File: config.mk
export PLATFORM = sky130hd
export DESIGN_NAME = dcache_wb
export DESIGN_NICKNAME = d
export VERILOG_FILES = /design/src/rtl/cache_pkg.sv /design/src/rtl/dcache_frame_array.sv /design/src/rtl/dcache_wb.sv
export SDC_FILE = /design/constraint.sdc
export NUM_CORES = 2
export LEC_CHECK = 0
export CORE_UTILIZATION = 55
export CTS_CLUSTER_SIZE = 10
export DETAILED_ROUTE_END_ITERATION = 10
export PLACE_DENSITY = 0.73
export REMOVE_ABC_BUFFERS = 1
export SYNTH_ARGS = -nofsm -noshare
export SYNTH_HDL_FRONTEND = slang
export SYNTH_SLANG_ARGS = --single-unit
File: constraint.sdc
create_clock -name CLK -period 9.85 [get_ports CLK]
set_input_delay 2.4625 -clock CLK [delete_from_list [all_inputs] [get_ports CLK]]
set_output_delay 2.4625 -clock CLK [all_outputs]
set_load 0.02 [all_outputs]
File: src/rtl/cache_pkg.sv
// Shared types and address helpers for the write-back data cache.
package cache_pkg;

  typedef enum logic [2:0] {
    IDLE,
    WB,
    FETCH,
    FLUSH,
    FLUSH_WB,
    DONE
  } state_t;

  // Field widths as functions of geometry, so each instance derives its own.
  function automatic int idx_w(int sets);
    return $clog2(sets);
  endfunction

  function automatic int woff_w(int words);
    return (words > 1) ? $clog2(words) : 0;
  endfunction

  // Word counter needs at least one bit even for single-word blocks.
  function automatic int cnt_w(int words);
    return (words > 1) ? $clog2(words) : 1;
  endfunction

  function automatic int tag_w(int sets, int words);
    return 30 - idx_w(sets) - woff_w(words);
  endfunction

  localparam int SETS_DEF  = 8;
  localparam int WORDS_DEF = 2;
  localparam int IDX_W     = idx_w(SETS_DEF);
  localparam int WOFF_W    = woff_w(WORDS_DEF);
  localparam int TAG_W     = tag_w(SETS_DEF, WORDS_DEF);

  // Fields are kept 32 bits wide; users slice the low bits they need.
  typedef struct packed {
    logic [31:0] tag;
    logic [31:0] idx;
    logic [31:0] woff;
    logic [1:0]  boff;
  } addr_fields_t;

  function automatic addr_fields_t split_addr(logic [31:0] addr, int sets, int words);
    addr_fields_t f;
    f.boff = addr[1:0];
    f.woff = (addr >> 2) & 32'(words - 1);
    f.idx  = (addr >> (2 + woff_w(words))) & 32'(sets - 1);
    f.tag  = addr >> (2 + woff_w(words) + idx_w(sets));
    return f;
  endfunction

  function automatic logic [31:0] make_addr(logic [31:0] tag, logic [31:0] idx,
                                            logic [31:0] word, int sets, int words);
    return (tag << (2 + woff_w(words) + idx_w(sets))) |
           (idx << (2 + woff_w(words))) | (word << 2);
  endfunction

endpackage

File: src/rtl/dcache_frame_array.sv
// Valid/dirty/tag/data storage for every way of every set plus per-set LRU.
// All ways of one set are read combinationally; one write port updates a word,
// the fill tag, a dirty flag or the LRU bit of a single frame.
module dcache_frame_array import cache_pkg::*; #(
  parameter int SETS     = 8,
  parameter int WAYS     = 2,
  parameter int WORDS    = 2,
  parameter int TAG_BITS = 26
) (
  input  logic                           clk,
  input  logic                           rst,
  input  logic [idx_w(SETS)-1:0]         rd_idx,
  input  logic [cnt_w(WORDS)-1:0]        rd_word,
  output logic [WAYS-1:0]                valid,
  output logic [WAYS-1:0]                dirty,
  output logic [WAYS-1:0][TAG_BITS-1:0]  tag,
  output logic [WAYS-1:0][31:0]          word,
  output logic                           lru,
  input  logic                           wr_way,
  input  logic [idx_w(SETS)-1:0]         wr_idx,
  input  logic [cnt_w(WORDS)-1:0]        wr_word,
  input  logic                           we_data,
  input  logic [31:0]                    wr_data,
  input  logic                           we_fill,
  input  logic [TAG_BITS-1:0]            wr_tag,
  input  logic                           we_dirty,
  input  logic                           wr_dirty,
  input  logic                           we_lru,
  input  logic                           wr_lru
);

  logic                v_q [WAYS][SETS];
  logic                d_q [WAYS][SETS];
  logic                l_q [SETS];
  logic [TAG_BITS-1:0] t_q [WAYS][SETS];
  logic [31:0]         m_q [WAYS][SETS][WORDS];

  // Flags: cleared on reset; a fill marks the frame valid and clean.
  always_ff @(posedge clk or posedge rst) begin
    if (rst) begin
      for (int w = 0; w < WAYS; w++) begin
        for (int s = 0; s < SETS; s++) begin
          v_q[w][s] <= 1'b0;
          d_q[w][s] <= 1'b0;
        end
      end
      for (int s = 0; s < SETS; s++) l_q[s] <= 1'b0;
    end else begin
      if (we_fill) begin
        v_q[wr_way][wr_idx] <= 1'b1;
        d_q[wr_way][wr_idx] <= 1'b0;
      end
      if (we_dirty) d_q[wr_way][wr_idx] <= wr_dirty;
      if (we_lru)   l_q[wr_idx] <= wr_lru;
    end
  end

  // Tag and data arrays carry no reset; valid qualifies their contents.
  always_ff @(posedge clk) begin
    if (we_fill) t_q[wr_way][wr_idx] <= wr_tag;
    if (we_data) m_q[wr_way][wr_idx][wr_word] <= wr_data;
  end

  // Combinational read of every way in the addressed set.
  always_comb begin
    for (int w = 0; w < WAYS; w++) begin
      valid[w] = v_q[w][rd_idx];
      dirty[w] = d_q[w][rd_idx];
      tag[w]   = t_q[w][rd_idx];
      word[w]  = m_q[w][rd_idx][rd_word];
    end
    lru = l_q[rd_idx];
  end

endmodule

File: src/rtl/dcache_wb.sv
// Write-back, write-allocate data cache with halt-triggered flush.
//   state    | meaning
//   IDLE     | serve hits, detect misses, sample halt
//   WB       | write dirty victim back, one word per accepted beat
//   FETCH    | fill victim frame from memory, then return to IDLE
//   FLUSH    | visit next frame (set-major), skip it if clean
//   FLUSH_WB | write the visited dirty frame back
//   DONE     | flush complete; flushed held until reset
module dcache_wb import cache_pkg::*; #(
  parameter int SETS  = 8,
  parameter int WAYS  = 2,
  parameter int WORDS = 2
) (
  input  logic        CLK,
  input  logic        RST,
  input  logic        dmemREN,
  input  logic        dmemWEN,
  input  logic [31:0] dmemaddr,
  input  logic [31:0] dmemstore,
  input  logic        halt,
  output logic        dhit,
  output logic [31:0] dmemload,
  output logic        flushed,
  output logic        dREN,
  output logic        dWEN,
  output logic [31:0] daddr,
  output logic [31:0] dstore,
  input  logic        dwait,
  input  logic [31:0] dload
);

  localparam int IDX_BITS = idx_w(SETS);
  localparam int CNT_BITS = cnt_w(WORDS);
  localparam int TAG_BITS = tag_w(SETS, WORDS);

  state_t state, state_n;

  addr_fields_t              fa;
  logic [TAG_BITS-1:0]       req_tag, req_tag_q;
  logic [IDX_BITS-1:0]       req_idx, req_idx_q, fl_idx, rd_idx, wr_idx;
  logic [CNT_BITS-1:0]       req_woff, cnt, rd_word, wr_word;
  logic                      vic_way, vic_sel, fl_way, hit, hit_way;
  logic [WAYS-1:0]           hit_vec, fr_valid, fr_dirty;
  logic [WAYS-1:0][TAG_BITS-1:0] fr_tag;
  logic [WAYS-1:0][31:0]     fr_word;
  logic                      fr_lru, req, last_word, frame_dirty, step_frame, flushing;
  logic                      wr_way, we_data, we_fill, we_dirty, wr_dirty, we_lru, wr_lru;
  logic [31:0]               wr_data;
  logic [TAG_BITS-1:0]       wr_tag;
  logic                      unused_bits;

  assign fa          = split_addr(dmemaddr, SETS, WORDS);
  assign req_tag     = fa.tag[TAG_BITS-1:0];
  assign req_idx     = fa.idx[IDX_BITS-1:0];
  assign req_woff    = fa.woff[CNT_BITS-1:0];
  assign unused_bits = ^{fa.boff, fa.tag[31:TAG_BITS], fa.idx[31:IDX_BITS], fa.woff[31:CNT_BITS]};

  assign req         = dmemREN | dmemWEN;
  assign last_word   = (cnt == CNT_BITS'(WORDS - 1));
  assign flushing    = (state == FLUSH) || (state == FLUSH_WB);
  assign rd_idx      = (state == IDLE) ? req_idx : (flushing ? fl_idx : req_idx_q);
  assign rd_word     = (state == IDLE) ? req_woff : cnt;
  assign frame_dirty = fr_valid[fl_way] & fr_dirty[fl_way];
  assign step_frame  = ((state == FLUSH) && !frame_dirty) ||
                       ((state == FLUSH_WB) && !dwait && last_word);

  dcache_frame_array #(.SETS(SETS), .WAYS(WAYS), .WORDS(WORDS), .TAG_BITS(TAG_BITS)) u_frames (
    .clk(CLK), .rst(RST),
    .rd_idx(rd_idx), .rd_word(rd_word),
    .valid(fr_valid), .dirty(fr_dirty), .tag(fr_tag), .word(fr_word), .lru(fr_lru),
    .wr_way(wr_way), .wr_idx(wr_idx), .wr_word(wr_word),
    .we_data(we_data), .wr_data(wr_data), .we_fill(we_fill), .wr_tag(wr_tag),
    .we_dirty(we_dirty), .wr_dirty(wr_dirty), .we_lru(we_lru), .wr_lru(wr_lru)
  );

  // Hit detection across ways and victim choice: invalid way first, else LRU.
  always_comb begin
    for (int w = 0; w < WAYS; w++) hit_vec[w] = fr_valid[w] && (fr_tag[w] == req_tag);
    hit     = |hit_vec;
    hit_way = (WAYS == 2) ? hit_vec[WAYS-1] : 1'b0;
    if (!fr_valid[0])                        vic_sel = 1'b0;
    else if (WAYS == 2 && !fr_valid[WAYS-1]) vic_sel = 1'b1;
    else                                     vic_sel = (WAYS == 2) ? fr_lru : 1'b0;
  end

  // State register.
  always_ff @(posedge CLK or posedge RST) begin
    if (RST) state <= IDLE;
    else     state <= state_n;
  end

  // Next-state logic; halt in IDLE outranks any pending request.
  always_comb begin
    state_n = state;
    case (state)
      IDLE:     if (halt) state_n = FLUSH;
                else if (req && !hit)
                  state_n = (fr_valid[vic_sel] && fr_dirty[vic_sel]) ? WB : FETCH;
      WB:       if (!dwait && last_word) state_n = FETCH;
      FETCH:    if (!dwait && last_word) state_n = IDLE;
      FLUSH:    if (frame_dirty) state_n = FLUSH_WB;
                else if (step_frame && fl_idx == IDX_BITS'(SETS - 1) && fl_way == 1'(WAYS - 1))
                  state_n = DONE;
      FLUSH_WB: if (step_frame)
                  state_n = (fl_idx == IDX_BITS'(SETS - 1) && fl_way == 1'(WAYS - 1)) ? DONE : FLUSH;
      DONE:     state_n = DONE;
      default:  state_n = IDLE;
    endcase
  end

  // Miss context, word counter and flush scan position.
  always_ff @(posedge CLK or posedge RST) begin
    if (RST) begin
      cnt       <= '0;
      vic_way   <= 1'b0;
      req_tag_q <= '0;
      req_idx_q <= '0;
      fl_idx    <= '0;
      fl_way    <= 1'b0;
    end else begin
      if (state == IDLE && !halt && req && !hit) begin
        vic_way   <= vic_sel;
        req_tag_q <= req_tag;
        req_idx_q <= req_idx;
      end
      if ((state == WB || state == FETCH || state == FLUSH_WB) && !dwait)
        cnt <= last_word ? '0 : cnt + CNT_BITS'(1);
      else if (state == IDLE || state == FLUSH)
        cnt <= '0;
      if (state == IDLE) begin
        fl_idx <= '0;
        fl_way <= 1'b0;
      end else if (step_frame) begin
        if (fl_way == 1'(WAYS - 1)) begin
          fl_way <= 1'b0;
          fl_idx <= fl_idx + IDX_BITS'(1);
        end else begin
          fl_way <= 1'b1;
        end
      end
    end
  end

  // Outputs and frame-array write controls per state.
  always_comb begin
    dhit     = 1'b0;
    dmemload = '0;
    flushed  = 1'b0;
    dREN     = 1'b0;
    dWEN     = 1'b0;
    daddr    = '0;
    dstore   = '0;
    we_data  = 1'b0;
    we_fill  = 1'b0;
    we_dirty = 1'b0;
    we_lru   = 1'b0;
    wr_way   = vic_way;
    wr_idx   = req_idx_q;
    wr_word  = cnt;
    wr_data  = dload;
    wr_tag   = req_tag_q;
    wr_dirty = 1'b0;
    wr_lru   = 1'b0;
    case (state)
      IDLE: if (!halt && req && hit) begin
        dhit     = 1'b1;
        dmemload = fr_word[hit_way];
        wr_way   = hit_way;
        wr_idx   = req_idx;
        we_lru   = (WAYS == 2);
        wr_lru   = ~hit_way;
        if (dmemWEN) begin
          we_data  = 1'b1;
          wr_word  = req_woff;
          wr_data  = dmemstore;
          we_dirty = 1'b1;
          wr_dirty = 1'b1;
        end
      end
      WB: begin
        dWEN     = 1'b1;
        daddr    = make_addr(32'(fr_tag[vic_way]), 32'(req_idx_q), 32'(cnt), SETS, WORDS);
        dstore   = fr_word[vic_way];
        we_dirty = !dwait && last_word;
      end
      FETCH: begin
        dREN    = 1'b1;
        daddr   = make_addr(32'(req_tag_q), 32'(req_idx_q), 32'(cnt), SETS, WORDS);
        we_data = !dwait;
        we_fill = !dwait && last_word;
      end
      FLUSH_WB: begin
        dWEN     = 1'b1;
        daddr    = make_addr(32'(fr_tag[fl_way]), 32'(fl_idx), 32'(cnt), SETS, WORDS);
        dstore   = fr_word[fl_way];
        wr_way   = fl_way;
        wr_idx   = fl_idx;
        we_dirty = !dwait && last_word;
      end
      DONE: flushed = 1'b1;
      default: ;
    endcase
  end

endmodule
==> results.py <==
metrics = {
    "sta": {
        "hold_viol": 0,
        "setup_tns_ns": 0,
        "hold-worst-slack_ns": 0.471,
        "grt_setup_unrepaired": "true",
        "fmax_mhz": 102,
        "skew_ns": 0.0478,
        "worst_pin_slew_ns": 1.27,
        "finalMaxSlewViolations": 0,
        "period_minus_slack_ns": 9.85,
        "setup_viol": 0,
        "setup_slack_ns": 0.000508,
        "maxSlewHeadroom_pct": 15.3,
        "fin_crit_sh_pct": 100,
    },
    "place": {
        "place_inst": 5428,
        "place.gp.congestion": 0.910,
        "pre_cts_ws_ns": -0.214,
        "port_buffers": 197,
        "place_hpwl_um": 100000,
    },
    "clock_tree": {
        "cts-root-buf": "clkbuf_16",
        "clk_latency_ns": 0.79,
        "cts.sinks": 1518,
        "cts_buffers": 172,
        "clockBufferDepth": 3,
        "clk_pin_slew_ns": 0.06,
        "cts_htree_levels": 4,
        "cts_tree": "built",
        "cts_hold_buf": 0,
    },
    "floorplan": {
        "dieWidth_um": 343,
        "pin_count": 202,
        "num_rows": 124,
        "die-area_um2": 117000,
        "core_um2": 115000,
        "die-height_um": 343,
        "initial_core_util_pct": 55.6,
    },
    "yosys": {
        "netlist_instances": 3737,
        "async_flop_share_pct": 5.14,
        "synth_edf_count": 1440,
        "synth_cell_types": 101,
        "synth_ff_type": "edfxtp_1",
        "ys_ff_latch": 1518,
        "yosysTopAreaCell": "edfxtp_1",
        "yosysWarningCount": 0,
        "synth_area_leaders": "edfxtp_1 68%, mux4_2 9.4%, dfrtp_1 3.1%",
        "avgSynthCellArea_um2": 17.1,
        "yosysSeqAreaShare_pct": 70.9,
        "syn-cell-area_um2": 63800,
        "synth_top_cell_area_share_pct": 67.8,
    },
    "min_path": {
        "hp-class": "reg -> reg",
        "worstHoldPathCells": 1,
        "worstHoldStart": "u_frames.v_q[4]",
    },
    "worst_setup_path": {
        "critical_path.startpoint": "dmemaddr[3]",
        "critPathCaptureType": "output port",
        "crit_required_ns": 7.39,
        "crit_type": "in -> out",
        "start_kind": "input port",
        "cp_cell_sequence": "clkdlybuf4s50_1, mux2_4, a32oi_4, buf_4, nand4_1, buf_4, buf_4, o32ai_1, a221oi_1, buf_4, xor2_1, or3_1, or4b_2, buf_4, buf_12, nand2_1, a21oi_1, clkdlybuf4s50_1",
        "r2r_start": "state[0]",
        "cpMostUsedCell": "buf_4",
        "cp.arrival_ns": 7.39,
        "max_stage_delay_ns": 0.71,
        "critical_path.max_fanout": 14,
        "r2r_cells": 18,
        "crit_family": "buffers and inverters",
        "crit_cells": 18,
        "crit_buf_inv": 8,
        "slowest_stage": "or4b_2",
    },
    "drt": {
        "routed_via_density": 6.69,
        "antenna_left": 0,
        "wl_um": 172000,
        "drcViolationCount": 20,
        "vias": 38000,
        "wl_per_cell_um": 30.3,
        "drt-initial-drc-count": 4820,
        "first_pass_iters": 9,
    },
    "pwr": {
        "powerDensity_nw_per_um2": 320,
        "ir_worst_vdd_v": 0.000354,
        "power.leakage_nw": 24.9,
    },
    "job": {
        "maxCapViolCount": 0,
    },
    "global_routing": {
        "grt_usage_pct": 29.3,
        "grt-ovfl-total": 0,
        "grt_max_degree": 168,
        "grt_pass1_wl_um": 249000,
        "grt_pass1_vias": 37900,
        "grt_antenna_before_repair": 1,
    },
    "cells_and_area": {
        "final_layout_size_suffix_gt1_share_pct": 20.9,
        "fin_nets": 4198,
        "final_cells": 5674,
        "areaGrowthSynthToFinish_pct": 16.6,
    },
    "run_status": {
        "outcome": "finished with violations",
        "violations": "DRC",
    },
}
## placed cells by master, fill, tap and decap left out, types with 96 or more instances in the layout
master / synthesis / final
edfxtp_1: 1440 / 1440
mux4_2: 267 / 267
nand2_1: 243 / 240
buf_4: 10 / 217
clkbuf_16: 0 / 174
clkdlybuf4s50_1: 0 / 170
mux2i_1: 148 / 147
a21oi_1: 121 / 120
o21ai_0: 106 / 106
a211oi_1: 97 / 96
## layout make-up
class,count,area [um^2]
diodes,1,2.50
well taps,1512,1890
inverters,22,85.1
flip-flops and latches,1518,45200
multi-input cells,1926,17900
clock buffers,220,4540
fillers,7687,40300
repair buffers,454,4430
clock inverters,21,353
## cells in the mapped netlist (all sizes together), types with 27 or more instances
master and number:
edfxtp 1440, mux4 267, nand2 245, clkbuf 158
mux2i 148, a21oi 121, o21ai 121, buf 115
a211oi 98, nor2 86, dfrtp 78, nor2b 71
a32oi 60, and3 57, a22o 53, o211ai 43
and2 42, nand3 42, mux2 41, nor3b 36
nor3 30, a21boi 28, xor2 28, a221oi 27
o32ai 27
## metrics by stage
| stage | power (W) | utilization, % | cell area, um^2 |
|---|---|---|---|
| after floorplan | 0.0154 | - | 62600 |
| after global placement | 0.0177 | 60.4 | 69300 |
| after detailed placement | 0.0179 | 60.4 | 69300 |
| after CTS | 0.0236 | 64.8 | 74300 |
| after global routing | 0.0246 | 64.9 | 74400 |
| final | 0.0238 | 64.9 | 74400 |
## final timing paths
check | end | slack, ns
max | dmemload[12] | 0.0005
min in group asynchronous | req_idx_q[1] | 1.95
max in group asynchronous | req_tag_q[2] | 6.56
max reg2reg | u_frames.t_q[1][46] | 2.10
min | u_frames.v_q[4] | 0.47
min reg2reg | u_frames.v_q[4] | 0.47
## per-layer routing
layer  track usage, %  part of all wire [%]  routed length (um)
met5                0                     0                   0
met4             13.0                   4.2                7170
met3             5.27                   9.3               16000
met2             48.4                    49               84600
met1             38.4                    37               64200
## logic make-up (layout without fill, tap and decap cells)
group                      Yosys count  count (layout)  synth area share [%]
other                                1               3               0.00588
xor gates and xnor gates            50              50                 0.687
muxes                              456             456                  12.5
DFF                               1518            1518                  70.9
AOI/OAI and AO/OA                  723             723                  8.26
adders and majority gates            2               2                0.0392
and+or+nand+nor                    692             693                  5.66
buffers and inverters              295             717                  2.01
## power breakdown
part	internal, W	leakage [nW]	switching [W]
combinational	0.00425	8.59	0.00584
sequential	0.00756	13.9	0.000417
clock	0.00327	2.36	0.00244
total	0.0151	24.9	0.00869
## registers in the layout, summed over array words and instances (netlist names)
name	count
req_idx_q	3
cnt	1
u_frames.l_q	8
u_frames.m_q	1024
u_frames.v_q	16
u_frames.d_q	16
u_frames.t_q	416
fl_idx	3
vic_way	1
req_tag_q	26
state	3
fl_way	1
## timing repair
item                                    in CTS  in global routing
pin swaps                                    2                  1
resized for setup                           15                 33
endpoints found under the setup margin      33                 33
setup buffers                                3                  0
cloned                                       0                  1
Note: power is estimated with default switching activity, not from simulation.
